===== src/rtl/data_sram_bridge.sv =====
// Bridges the pipeline's single-cycle data SRAM port onto a request/response bus.
// Holds one transaction at a time and stalls the EX stage until it completes.
module data_sram_bridge (
    input  logic        clk,
    input  logic        rst,
    input  logic        flush,
    input  logic        data_sram_en,
    input  logic [3:0]  data_sram_wen,
    input  logic [31:0] data_sram_addr,
    input  logic [31:0] data_sram_wdata,
    output logic [31:0] data_sram_rdata,
    output logic        stallreq,
    output logic        bus_req,
    output logic        bus_wr,
    output logic [3:0]  bus_be,
    output logic [31:0] bus_addr,
    output logic [31:0] bus_wdata,
    input  logic        bus_ready,
    input  logic        bus_rvalid,
    input  logic [31:0] bus_rdata
);

    typedef enum logic [1:0] {
        IDLE = 2'd0,
        REQ  = 2'd1,
        WAIT = 2'd2,
        DONE = 2'd3
    } state_t;

    state_t      state;
    logic        is_write;
    logic [31:0] rdata_q;

    // The bus fields are the captured request; they are zeroed once the bus takes it.
    always_ff @(posedge clk) begin
        if (rst) begin
            state     <= IDLE;
            is_write  <= 1'b0;
            rdata_q   <= 32'd0;
            bus_req   <= 1'b0;
            bus_wr    <= 1'b0;
            bus_be    <= 4'd0;
            bus_addr  <= 32'd0;
            bus_wdata <= 32'd0;
        end else begin
            case (state)
                IDLE: begin
                    if (data_sram_en && !flush) begin
                        state     <= REQ;
                        is_write  <= |data_sram_wen;
                        bus_req   <= 1'b1;
                        bus_wr    <= |data_sram_wen;
                        bus_be    <= (|data_sram_wen) ? data_sram_wen : 4'hF;
                        bus_addr  <= data_sram_addr & 32'hFFFF_FFFC;
                        bus_wdata <= data_sram_wdata;
                    end
                end
                REQ: begin
                    // Acceptance takes priority over a flush arriving in the same cycle.
                    if (bus_ready || flush) begin
                        state     <= bus_ready ? WAIT : IDLE;
                        bus_req   <= 1'b0;
                        bus_wr    <= 1'b0;
                        bus_be    <= 4'd0;
                        bus_addr  <= 32'd0;
                        bus_wdata <= 32'd0;
                    end
                end
                WAIT: begin
                    if (bus_rvalid) begin
                        state <= DONE;
                        if (!is_write) begin
                            rdata_q <= bus_rdata;
                        end
                    end
                end
                DONE: begin
                    state <= IDLE;
                end
                default: begin
                    state <= IDLE;
                end
            endcase
        end
    end

    assign stallreq = ((state == IDLE) && data_sram_en && !flush)
                    || (state == REQ) || (state == WAIT);

    assign data_sram_rdata = rdata_q;

endmodule


===== config.mk =====
export PLATFORM = sky130hd
export DESIGN_NAME = data_sram_bridge
export DESIGN_NICKNAME = d
export VERILOG_FILES = /design/src/rtl/data_sram_bridge.sv
export SDC_FILE = /design/constraint.sdc
export NUM_CORES = 1
export LEC_CHECK = 0
export BUFFER_PORTS_ARGS = -buffer_cell sky130_fd_sc_hd__buf_2
export CAP_MARGIN = 20
export CORE_ASPECT_RATIO = 0.6
export CORE_MARGIN = 8
export CORE_UTILIZATION = 42
export CTS_CLUSTER_DIAMETER = 120
export CTS_CLUSTER_SIZE = 30
export DETAILED_ROUTE_END_ITERATION = 8
export PLACE_DENSITY = 0.78
export SLEW_MARGIN = 20
export SYNTH_ARGS = -nofsm -noshare
export SYNTH_HDL_FRONTEND = slang
export SYNTH_SLANG_ARGS = --single-unit

===== constraint.sdc =====
create_clock -name clk -period 1.84 [get_ports clk]
set_input_delay 0.184 -clock clk [delete_from_list [all_inputs] [get_ports clk]]
set_output_delay 0.184 -clock clk [all_outputs]
set_load 0.05 [all_outputs]

* Word level (Yosys, flattened, before mapping)
Index checks and enable logic that the tools add are counted.
Widths: inputs -> output; s select.
** Operators by class
- Equality and inequality tests :: 6
- Multiplexer cells :: 19
- Bitwise operators :: 1
- Reduce and logical (&&, ||, !) cells :: 14
** Operators by type and width (count)
- $pmux 32 s2 :: 2
- $mux 32 :: 3
- $mux 4 :: 3
- $reduce_and 3->1 :: 3
- $mux 2 :: 4
- $pmux 2 s4 :: 1
- $pmux 4 s2 :: 1
- $ne 2x2->1 const B :: 3
- $eq 2x2->1 const B :: 2
- $pmux 1 s2 :: 2
- $reduce_or 4->1 :: 1
- $logic_and 1x1->1 :: 3
- $logic_or 1x1->1 :: 3
- $mux 1 :: 3
- $eq 2x1->1 const B :: 1
- $logic_not 2->1 :: 1
- $reduce_and 2->1 :: 1
- $reduce_bool 2->1 :: 1
- $logic_not 1->1 :: 1
- $not 1->1 :: 1
** Storage, ports and cells
- Register bits after elaboration :: 105
- Bits of input ports :: 106
- Output and inout port bits :: 103
- Logic and storage cells :: 48

* Longest topological paths before layout
- Depth after elaboration :: 5
- Depth in mapped cells :: 6
- Mapped depth without buffers :: 3

* Worst setup path before layout
Ideal clock, no wire load.
- Path kind :: reg-to-output
- Start point :: register with a tool-made name
- End point :: output stallreq
- Data arrival time :: 1.345 ns
- Data required time :: 1.656 ns
- Setup slack :: 0.311 ns
- Cell stages (with the launch flop) :: 4
- Buffers on the path :: 1
- Cells stage by stage :: dfxtp_1 > buf_4 > nor3_1 > a21oi_1
** RTL lines
- end: declaration :: RTL line 12 : output logic stallreq,

* Worst setup path in the final report
- Start point :: register state[0]
- End point :: output stallreq
** Between the ends
- Longest elaborated chain between the ends :: 5
- Elaborated cells on any way between the ends :: 7
- Those cells by class :: 2 x eq/ne; 5 x reduce/logical
** Ends and longest elaborated chain
- start: declaration :: RTL line 30 : state_t state;
- start signal: assignment :: RTL line 61 : state <= bus_ready ? WAIT : IDLE;
- $logic_not 2->1 :: RTL line 87 : assign stallreq = ((state == IDLE) && data_sram_en && !flush)
- $logic_and 1x1->1 (2 in series) :: RTL line 87
- $logic_or 1x1->1 :: RTL line 88 : || (state == REQ) || (state == WAIT);
- $logic_or 1x1->1 (*) :: RTL line 88
Every way passes the cells marked *; elsewhere a longest branch is shown, timed or not.

==> flow_metrics.tcl <==
set metrics [dict create \
    grt_overflow 0 \
    drc 0 \
    slowest_delay_ns 0.44 \
    grt.total_usage_pct 17.12 \
    ant_nets 0 \
    cts_hold_buf 0 \
    portBuffers 204 \
    intPower_mw 3.625 \
    die_y_um 86.06 \
    drtIter0Drc 132 \
    synth-seq-area-share_pct 60.01 \
    final_util_pct 61.39 \
    post-place-cells 620 \
    area_delta_synth_final_pct 41.41 \
    fin_nets 629 \
    dp_hpwl_um 7485 \
    power.density_nw_per_um2 1028 \
    combPwrFrac_pct 15.8 \
    path_cells "buf_4, nor3_1, a21oi_1, buf_2" \
    fp.dieArea_um2 11430 \
    gp_congestion 0.7890 \
    vias 3127 \
    finalMaxSlewViolations 0 \
    pre_cts_ws_ns 0.3190 \
    syn-cell-area_um2 3436 \
    path_buf_inv 2 \
    antenna_found_initial 1 \
    cap_violations 0 \
    clockPowerShare_pct 36.6 \
    crit_arrival_ns 1.42 \
    path_max_fanout 8 \
    grt_pass1_wl_um 16150 \
    p_seq_share_pct 47.6 \
    ir_worst_vdd_v 0.0006068 \
    hold_slack_ns 0.05964 \
    critPathKind "flop to primary output" \
    cts_sinks 103 \
    skew_ns 0.003844 \
    wire_per_inst_um 15.65 \
    slowest_stage "dfxtp_1" \
    hold_viol 0 \
    cts_tree "yes" \
    yosysTopAreaCell "dfxtp_1" \
    outcome "complete, no violations" \
    cp-end-kind "primary output" \
    ys_warn_count 0 \
    antenna_cells 0 \
    clk_pin_slew_ns 0.06 \
    min_period_over_period_pct 87.21 \
    drive_gt1_share_pct 44.13 \
    die_w_um 132.8 \
    clock_latency_ns 0.33 \
    syn_avg_cell_area_um2 10.51 \
    power_mw 4.992 \
    instances_no_fill 636 \
    synth_area_leaders "dfxtp_1 (60%), a22o_1 (16%), nand2_1 (7.0%), a21oi_1 (5.1%), buf_2 (2.0%)" \
    viasPerCell 4.917 \
    numCtsBuffers 9 \
    setup_viol 0 \
    netlist.area_leader.share_pct 60.01 \
    netSwitchingPower_mw 1.367 \
    ios 209 \
    cp_top_family "buffers and inverters" \
    cts-root-buf "clkbuf_16" \
    grt_setup_unrepaired "no" \
    fillCellCount 679 \
    htreeDepth 3 \
    hold_class "input pin to flop" \
    finish.instance_area_um2 4858 \
    synth_cells 327 \
    drt_first_pass_iters 4 \
    placed_cell_area_um2 4567 \
    required_ns 1.66 \
    grt_max_degree 68 \
    grt_pass1_vias 3252 \
    ys_ff_latch 103 \
    wirelength_um 9953 \
    max_freq_mhz 623.2 \
    min_period_ns 1.605 \
    cts_max_path_buffers 2 \
    core-area_um2 7914 \
    worst_slack_ns 0.2352 \
    netSwitchingFraction_pct 27.39 \
    post_cts_resized 0 \
    startpoint_type "flop" \
    start_util_pct 43.42 \
    setup_tns_ns 0 \
    cts_setup_buffers 0 \
    p_leak_nw 2.345 \
    rows 25 \
    ys_types 26 \
]
kinds of logic (layout without fill, tap and decap cells):
kind of cell / after synthesis / in the layout / share of synthesized area, %
AO/OA/AOI/OAI: 108 / 108 / 23.56
flip-flops: 103 / 103 / 60.01
AND/OR/NAND/NOR: 85 / 85 / 11.33
buffers and inverters: 30 / 230 / 4.989
other: 1 / 2 / 0.1091
synthesized netlist by cell type:
cell / count
dfxtp_1: 103
nand2_1: 64
a22o_1: 62
a21oi_1: 35
buf_2: 14
clkbuf_1: 7
nor2_1: 7
buf_4: 5
o2bb2ai_1: 5
a211oi_1: 3
buf_6: 3
nor2b_1: 3
nand2b_1: 2
nor3b_1: 2
a211oi_2: 1
buf_1: 1
conb_1: 1
nand4bb_1: 1
nor2b_4: 1
nor3_1: 1
nor4_1: 1
nor4b_4: 1
nor4bb_1: 1
o21ai_0: 1
o21bai_1: 1
or2_1: 1
worst paths after layout:
check	cells past startpoint	slack (ns)	startpoint	endpoint
max	4	0.24	state[0]	stallreq
max reg2reg	5	0.32	flop	data_sram_rdata[15]
min reg2reg	2	0.45	data_sram_rdata[25]	data_sram_rdata[25]
min	2	0.06	data_sram_wdata[14]	bus_wdata[14]
power groups by stage:
stage               clock network, mW  logic (mW)  registers [mW]
floorplan                           0       0.221            2.73
global placement                    0       0.778            2.42
detailed placement                  0       0.793            2.42
CTS                              1.89       0.795            2.37
global route                     1.99       0.835            2.39
finish                           1.83       0.789            2.38
metal layers:
metal  part of all wire, %  track usage, %  routed length [um]  up-vias
met4                   1.4           5.225                 141        2
met3                   8.0           7.118                 798       17
met2                    47           28.17                4701      130
met1                    43           20.05                4304     1437
li1                      -               -                   -     1541
met5                 0.080               0                   8        -
cells in the final DEF, fill, tap and decap left out, types with 3 or more instances in the layout:
| cell | synthesis | routed |
|---|---|---|
| a21oi_1 | 35 | 35 |
| buf_12 | 0 | 3 |
| a22o_1 | 62 | 62 |
| nor2_1 | 7 | 7 |
| buf_2 | 14 | 204 |
| dfxtp_1 | 103 | 103 |
| nand2_1 | 64 | 64 |
| o2bb2ai_1 | 5 | 5 |
| a211oi_1 | 3 | 3 |
| clkbuf_16 | 0 | 9 |
| buf_4 | 5 | 7 |
area by class of cell:
cell class	instances	area [um2]	share of cell area (%)
clock buffers	11	232.7	4.790
multi-input cells	195	1236	25.44
repair buffers	214	1134	23.33
flip-flops and latches	103	2062	42.44
clock inverters	5	58.81	1.210
well taps	108	135.1	2.781
flip-flops by register name (all words and copies together), names as in the netlist, named ones only:
register / count
bus_req: 1
bus_be: 4
state: 1
data_sram_rdata: 32
is_write: 1
bus_wr: 1
bus_addr: 30
bus_wdata: 32
No activity file was read; power rests on OpenSTA's default activity.
